--- src/rtl/parity_frame_tx_pkg.sv ---
// Shared definitions for the parity framed serial transmitter:
// FSM state encoding, frame geometry and the per-state line level helper.
package parity_frame_tx_pkg;

  localparam int DATA_BITS  = 4;
  localparam int FRAME_BITS = 7;
  localparam int TIMER_W    = 8;

  typedef enum logic [2:0] {
    ST_IDLE   = 3'd0,
    ST_START  = 3'd1,
    ST_DATA   = 3'd2,
    ST_PARITY = 3'd3,
    ST_STOP   = 3'd4
  } state_e;

  // Serial line level for a given state; IDLE and STOP both hold the line high.
  function automatic logic frame_tx_bit(input state_e                 st,
                                        input logic [DATA_BITS-1:0] data,
                                        input logic [1:0]           idx,
                                        input logic                 par);
    logic bit_v;
    case (st)
      ST_START:  bit_v = 1'b0;
      ST_DATA:   bit_v = data[idx];
      ST_PARITY: bit_v = par;
      ST_STOP:   bit_v = 1'b1;
      default:   bit_v = 1'b1;
    endcase
    return bit_v;
  endfunction

endpackage

--- src/rtl/parity_frame_tx_if.sv ---
// Nibble handshake bus feeding the transmitter (valid/ready with 4-bit data).
interface parity_frame_tx_if;
  import parity_frame_tx_pkg::*;

  logic [DATA_BITS-1:0] in_data;
  logic                 in_valid;
  logic                 in_ready;

  modport master (output in_data, output in_valid, input  in_ready);
  modport slave  (input  in_data, input  in_valid, output in_ready);

endinterface

--- src/rtl/parity_frame_tx_odd_parity.sv ---
// Odd parity generator: output makes the total count of ones (data + parity) odd.
module parity_frame_tx_odd_parity
  import parity_frame_tx_pkg::*;
(
  input  logic [DATA_BITS-1:0] i_data,
  output logic                 o_parity
);

  assign o_parity = ~(^i_data);

endmodule

--- src/rtl/parity_frame_tx.sv ---
// Framed serial transmitter: START(0), 4 data bits LSB first, parity, STOP(1).
// Every bit lasts CLKS_PER_BIT cycles; all outputs are registered and are
// computed from the next-state values so they line up with the state register.
module parity_frame_tx
  import parity_frame_tx_pkg::*;
#(
  parameter int CLKS_PER_BIT = 4,
  parameter int ODD          = 1
)(
  input  logic               clk,
  input  logic               rst,
  parity_frame_tx_if.slave   bus,
  output logic               tx,
  output logic               busy,
  output logic               done,
  output logic               parity_out
);

  localparam logic [TIMER_W-1:0] LAST_TICK = TIMER_W'(CLKS_PER_BIT - 1);
  localparam logic [1:0]         LAST_IDX  = 2'(DATA_BITS - 1);
  // Even parity is the complement of the odd parity generator output.
  localparam logic               EVEN_INV  = (ODD == 0) ? 1'b1 : 1'b0;

  state_e                 r_state;
  state_e                 w_state_nxt;
  logic [TIMER_W-1:0]     r_timer;
  logic [TIMER_W-1:0]     w_timer_nxt;
  logic [1:0]             r_idx;
  logic [1:0]             w_idx_nxt;
  logic [DATA_BITS-1:0]   r_data;
  logic [DATA_BITS-1:0]   w_data_nxt;
  logic                   r_par;
  logic                   w_par_nxt;
  logic                   r_tx;
  logic                   r_busy;
  logic                   r_done;
  logic                   r_ready;
  logic                   w_tx_nxt;
  logic                   w_busy_nxt;
  logic                   w_done_nxt;
  logic                   w_ready_nxt;
  logic                   w_odd_par;
  logic                   w_par_calc;
  logic                   w_accept;
  logic                   w_tick_last;

  parity_frame_tx_odd_parity u_odd_parity (
    .i_data   (bus.in_data),
    .o_parity (w_odd_par)
  );

  assign w_par_calc  = w_odd_par ^ EVEN_INV;
  assign w_accept    = bus.in_valid & r_ready;
  assign w_tick_last = (r_timer == LAST_TICK);

  // FSM state register.
  always_ff @(posedge clk or posedge rst) begin
    if (rst) begin
      r_state <= ST_IDLE;
    end else begin
      r_state <= w_state_nxt;
    end
  end

  // Next-state, bit timer, bit index and accept latches.
  always_comb begin
    w_state_nxt = r_state;
    w_timer_nxt = r_timer;
    w_idx_nxt   = r_idx;
    w_data_nxt  = r_data;
    w_par_nxt   = r_par;
    case (r_state)
      ST_IDLE: begin
        if (w_accept) begin
          w_state_nxt = ST_START;
          w_timer_nxt = 8'd0;
          w_idx_nxt   = 2'd0;
          w_data_nxt  = bus.in_data;
          w_par_nxt   = w_par_calc;
        end else begin
          w_state_nxt = ST_IDLE;
        end
      end
      ST_START: begin
        if (w_tick_last) begin
          w_timer_nxt = 8'd0;
          w_state_nxt = ST_DATA;
        end else begin
          w_timer_nxt = r_timer + 8'd1;
        end
      end
      ST_DATA: begin
        if (w_tick_last) begin
          w_timer_nxt = 8'd0;
          if (r_idx == LAST_IDX) begin
            w_idx_nxt   = 2'd0;
            w_state_nxt = ST_PARITY;
          end else begin
            w_idx_nxt   = r_idx + 2'd1;
          end
        end else begin
          w_timer_nxt = r_timer + 8'd1;
        end
      end
      ST_PARITY: begin
        if (w_tick_last) begin
          w_timer_nxt = 8'd0;
          w_state_nxt = ST_STOP;
        end else begin
          w_timer_nxt = r_timer + 8'd1;
        end
      end
      ST_STOP: begin
        if (w_tick_last) begin
          w_timer_nxt = 8'd0;
          w_state_nxt = ST_IDLE;
        end else begin
          w_timer_nxt = r_timer + 8'd1;
        end
      end
      default: begin
        w_state_nxt = ST_IDLE;
        w_timer_nxt = 8'd0;
        w_idx_nxt   = 2'd0;
      end
    endcase

    w_tx_nxt    = frame_tx_bit(w_state_nxt, w_data_nxt, w_idx_nxt, w_par_nxt);
    w_busy_nxt  = (w_state_nxt != ST_IDLE);
    w_ready_nxt = (w_state_nxt == ST_IDLE);
    w_done_nxt  = (w_state_nxt == ST_STOP) && (w_timer_nxt == LAST_TICK);
  end

  // Datapath registers and registered outputs; reset forces the line idle at once.
  always_ff @(posedge clk or posedge rst) begin
    if (rst) begin
      r_timer <= 8'd0;
      r_idx   <= 2'd0;
      r_data  <= 4'd0;
      r_par   <= 1'b0;
      r_tx    <= 1'b1;
      r_busy  <= 1'b0;
      r_done  <= 1'b0;
      r_ready <= 1'b1;
    end else begin
      r_timer <= w_timer_nxt;
      r_idx   <= w_idx_nxt;
      r_data  <= w_data_nxt;
      r_par   <= w_par_nxt;
      r_tx    <= w_tx_nxt;
      r_busy  <= w_busy_nxt;
      r_done  <= w_done_nxt;
      r_ready <= w_ready_nxt;
    end
  end

  assign tx           = r_tx;
  assign busy         = r_busy;
  assign done         = r_done;
  assign parity_out   = r_par;
  assign bus.in_ready = r_ready;

endmodule

--- src/flat_wrapper.sv ---
// flat-port wrapper written by rule: the top's interface ports become plain ports
module parity_frame_tx_flat import parity_frame_tx_pkg::*;
#(
  parameter int CLKS_PER_BIT = 4,
  parameter int ODD          = 1
)
  (clk, rst, tx, busy, done, parity_out, bus_in_data, bus_in_valid, bus_in_ready);
  parity_frame_tx_if bus_i ();
  input  logic clk;
  input  logic rst;
  output logic tx;
  output logic busy;
  output logic done;
  output logic parity_out;
  input wire logic [$bits(bus_i.in_data)-1:0] bus_in_data;
  input wire logic [$bits(bus_i.in_valid)-1:0] bus_in_valid;
  output wire logic [$bits(bus_i.in_ready)-1:0] bus_in_ready;
  assign bus_i.in_data = bus_in_data;
  assign bus_i.in_valid = bus_in_valid;
  assign bus_in_ready = bus_i.in_ready;
  parity_frame_tx #(.CLKS_PER_BIT(CLKS_PER_BIT), .ODD(ODD)) u_core (.clk(clk), .rst(rst), .bus(bus_i), .tx(tx), .busy(busy), .done(done), .parity_out(parity_out));
endmodule
--- config.mk ---
export PLATFORM = sky130hd
export DESIGN_NAME = parity_frame_tx_flat
export DESIGN_NICKNAME = d
export VERILOG_FILES = /design/src/rtl/parity_frame_tx_pkg.sv /design/src/rtl/parity_frame_tx_if.sv /design/src/rtl/parity_frame_tx_odd_parity.sv /design/src/rtl/parity_frame_tx.sv /design/src/flat_wrapper.sv
export SDC_FILE = /design/constraint.sdc
export NUM_CORES = 1
export LEC_CHECK = 0
export ABC_AREA = 0
export CAP_MARGIN = 30
export CELL_PAD_IN_SITES_DETAIL_PLACEMENT = 1
export CELL_PAD_IN_SITES_GLOBAL_PLACEMENT = 2
export CORE_ASPECT_RATIO = 1.1
export CORE_MARGIN = 2
export CORE_UTILIZATION = 36
export DETAILED_ROUTE_END_ITERATION = 7
export PLACE_DENSITY_LB_ADDON = 0.1
export SYNTH_ARGS = -nofsm -noshare
export SYNTH_HDL_FRONTEND = slang
export SYNTH_SLANG_ARGS = --single-unit
export TNS_END_PERCENT = 10
--- constraint.sdc ---
create_clock -name clk -period 2.9 [get_ports clk]
set_clock_uncertainty 0.2 [all_clocks]
set_input_delay 0.29 -clock clk [delete_from_list [all_inputs] [get_ports clk]]
set_output_delay 0.29 -clock clk [all_outputs]
set_load 0.02 [all_outputs]
==> impl_metrics.csv <==
group,metric,value,unit
status,outcome,"complete, no violations",
clocking,cts_hold_buf,0,
power_and_ir_drop,p_leak,0.598,nW
finish,final_net_count,148,
global_routing,grt_first_pass_wirelength,5.15,mm
synth,synth_seq_area_share,42.4,%
setup_path,arrival,2.49,ns
sta,hold_violations,0,
synth,synthDistinctLibCells,42,
clocking,clk_latency,0.31,ns
setup_path,worstReg2RegEnd,"u_core.tx$_DFF_PP1_",
synth,yosysTopAreaCell,"dfrtp_1",
synth,synth_area_leaders,"dfrtp_1, mux2_2, nand2_1",
global_routing,antenna_found_initial,0,
clocking,htreeDepth,1,
synth,syn_area_per_cell,10.2,sq um
global_routing,grt_max_degree,23,
power_and_ir_drop,ir_drop,370,uV
routing,ant_nets,0,
setup_path,regToRegSetupSlack,0.45,ns
finish,layout-drive-gt1-share,14.5,%
global_routing,grt_pass1_vias,1119,
clocking,clkSinkCount,22,
synth,async_flop_share,100,%
routing,vias,1007,
synth,synth_edf_count,0,
synth,syn-num-nets,137,
setup_path,cp-start-kind,"flop",
synth,synth_area,1300,sq um
place,place_area,1430,sq um
sta,finalSetupViolCount,0,
clocking,tritoncts,"yes",
setup_path,crit-reg2reg-launch,"u_core.r_timer[0]$_DFF_PP0_",
clocking,cts_setup_buffers,0,
sta,min_period,2.45,ns
synth,yosys_warnings,0,
setup_path,worstPathMaxFanout,8,
power_and_ir_drop,powerDensity,1020,nW/um^2
clocking,root_buffer,"clkbuf_4",
floorplan,die_h,67.1,um
synth,synth-main-ff-cell,"dfrtp_1",
setup_path,required,2.94,ns
routing,firstDrtPassIters,4,
place,gp_congestion,0.775,
synth,yosys-top-cells-count,"dfrtp_1, nand2_1, nor2_1, o21ai_0, a21oi_1",
setup_path,criticalPathCategory,"reg -> reg",
sta,grt_setup_unrepaired,"false",
finish,fillers,404,
clocking,clockBufferDepth,2,
sta,report.final.slew_viol_count,0,
routing,drtIter0Drc,46,
global_routing,overflow,0,
setup_path,crit_path_end_kind,"flop",
floorplan,die_w,61.4,um
sta,relSlewSlack,42.0,%
synth,synth-seq-cells,22,
sta,worst_pin_slew,0.870,ns
place,port-buffer-count,11,
routing,routed_wl,2.96,mm
routing,wl_per_cell,15.9,um
sta,min_period_over_period,84.4,%
global_routing,grt.total_usage,16.8,%
floorplan,io_pins,12,
synth,synth_top_area_share,38.4,%
synth,yosysMostFrequentCell,"dfrtp_1",
floorplan,initial_utilization,38.2,%
sta,fmax,408,MHz
sta,tns,0,ns
floorplan,coreArea,3410,sq um
floorplan,die_area,4120,sq um
clocking,clk_pin_slew,0.13,ns
finish,area_growth_syn_to_layout,12.7,%
clocking,cts_resized,0,
routing,vias_per_cell,5.41,
run,maxCapViolCount,0,
routing,drc,0,
setup_path,cp_cell_sequence,"ha_1 > nor3b_2 > and2_1 > o311ai_2 > mux2i_1 > mux2_4 > a31oi_1",
finish,stdcell_area,1470,sq um
floorplan,num_rows,22,
finish,n_antenna_cell,0,
clocking,numCtsBuffers,3,
synth,syn-instance-count,128,
setup_path,cp_slowest_cell,"dfrtp_1",
place,dp.final_hpwl,2.31,mm
hold_path,hp-class,"in -> async",
setup_path,worstRegToRegCells,7,
setup_path,slowest_delay,0.47,ns
==> where the power goes <==
part	internal, mW	switching [mW]	leakage, nW	total, mW
clock	0.0765	0.0958	0.0210	0.172
sequential	0.427	0.126	0.279	0.553
combinational	0.349	0.421	0.298	0.770
total	0.852	0.643	0.598	1.49
==> worst max-delay path: cells and delay by family, from the launching register on <==
kind,cells,cell delay (ns)
AO/OA/AOI/OAI,2,0.59
multiplexers,2,0.42
AND/OR/NAND/NOR,2,0.42
adder cells (fa/ha/maj),1,0.28
flip-flops,1,0.47
==> sequential cells by signal (all words and copies together), names as in the netlist <==
name                 flops
u_core.tx                1
u_core.r_timer           8
u_core.r_data            4
u_core.r_idx             2
u_core.done              1
u_core.bus.in_ready      1
u_core.r_state           3
u_core.busy              1
u_core.parity_out        1
==> cells by family after synthesis <==
logic type	synth area share [%]
compound gates	19.3
xor+xnor	4.70
fa+ha+maj	1.92
buf+inv	5.76
flops	42.4
mux	7.77
simple gates	18.1
==> routing by layer <==
layer	global-route usage, %	part of all wire, %
met1	20.7	44
met2	28.9	52
met3	1.55	1.6
met4	8.24	2.4
met5	0	0
==> cells in the final DEF, fill, tap and decap left out, drive strengths merged, types with 2 or more instances in the layout <==
cell type	n
dfrtp	20
nand2	15
clkdlybuf4s50	11
o21ai	9
nor2	7
a21oi	6
mux2	6
nand3	5
xnor2	5
inv	5
clkbuf	4
o31ai	3
nand2b	3
mux2i	3
nor4	3
and3	2
nor3	2
xor2	2
o22ai	2
o21bai	2
a31oi	2
ha	2
buf	2
dfstp	2
nor3b	2
o311ai	2
==> through the flow <==
step	setup slack, ns	cells	util [%]	total power [mW]	hold slack, ns
after CTS	0.424	186	43.0	1.52	0.279
after floorplan	0.648	128	-	1.12	0.0777
after global placement	0.406	182	42.0	1.31	0.288
final	0.452	186	43.0	1.49	0.255
after detailed placement	0.366	182	42.0	1.34	0.292
after global routing	0.214	186	43.0	1.63	0.296
==> area by class of cell <==
class | instances | area [sq um] | area share [%]
multi-input combinational | 94 | 676 | 46.0
sequential | 22 | 553 | 37.6
timing repair buffer | 13 | 125 | 8.52
tap | 48 | 60.1 | 4.09
clock buffer | 4 | 36.3 | 2.47
inverter | 5 | 18.8 | 1.28
==> worst max path at each step <==
stage,startpoint,cells after the start,endpoint,slack (ns)
3_5_place_dp,bus_in_valid,7,u_core.tx$_DFF_PP1_,0.37
5_1_grt,u_core.r_timer[0]$_DFF_PP0_,7,u_core.tx$_DFF_PP1_,0.21
6_report,u_core.r_timer[0]$_DFF_PP0_,7,u_core.tx$_DFF_PP1_,0.45
4_1_cts,u_core.r_timer[0]$_DFF_PP0_,7,u_core.tx$_DFF_PP1_,0.42
3_3_place_gp,bus_in_valid,7,u_core.tx$_DFF_PP1_,0.41
2_1_floorplan,u_core.r_timer[0]$_DFF_PP0_,8,u_core.tx$_DFF_PP1_,0.65
(Power assumes the default switching activity.)
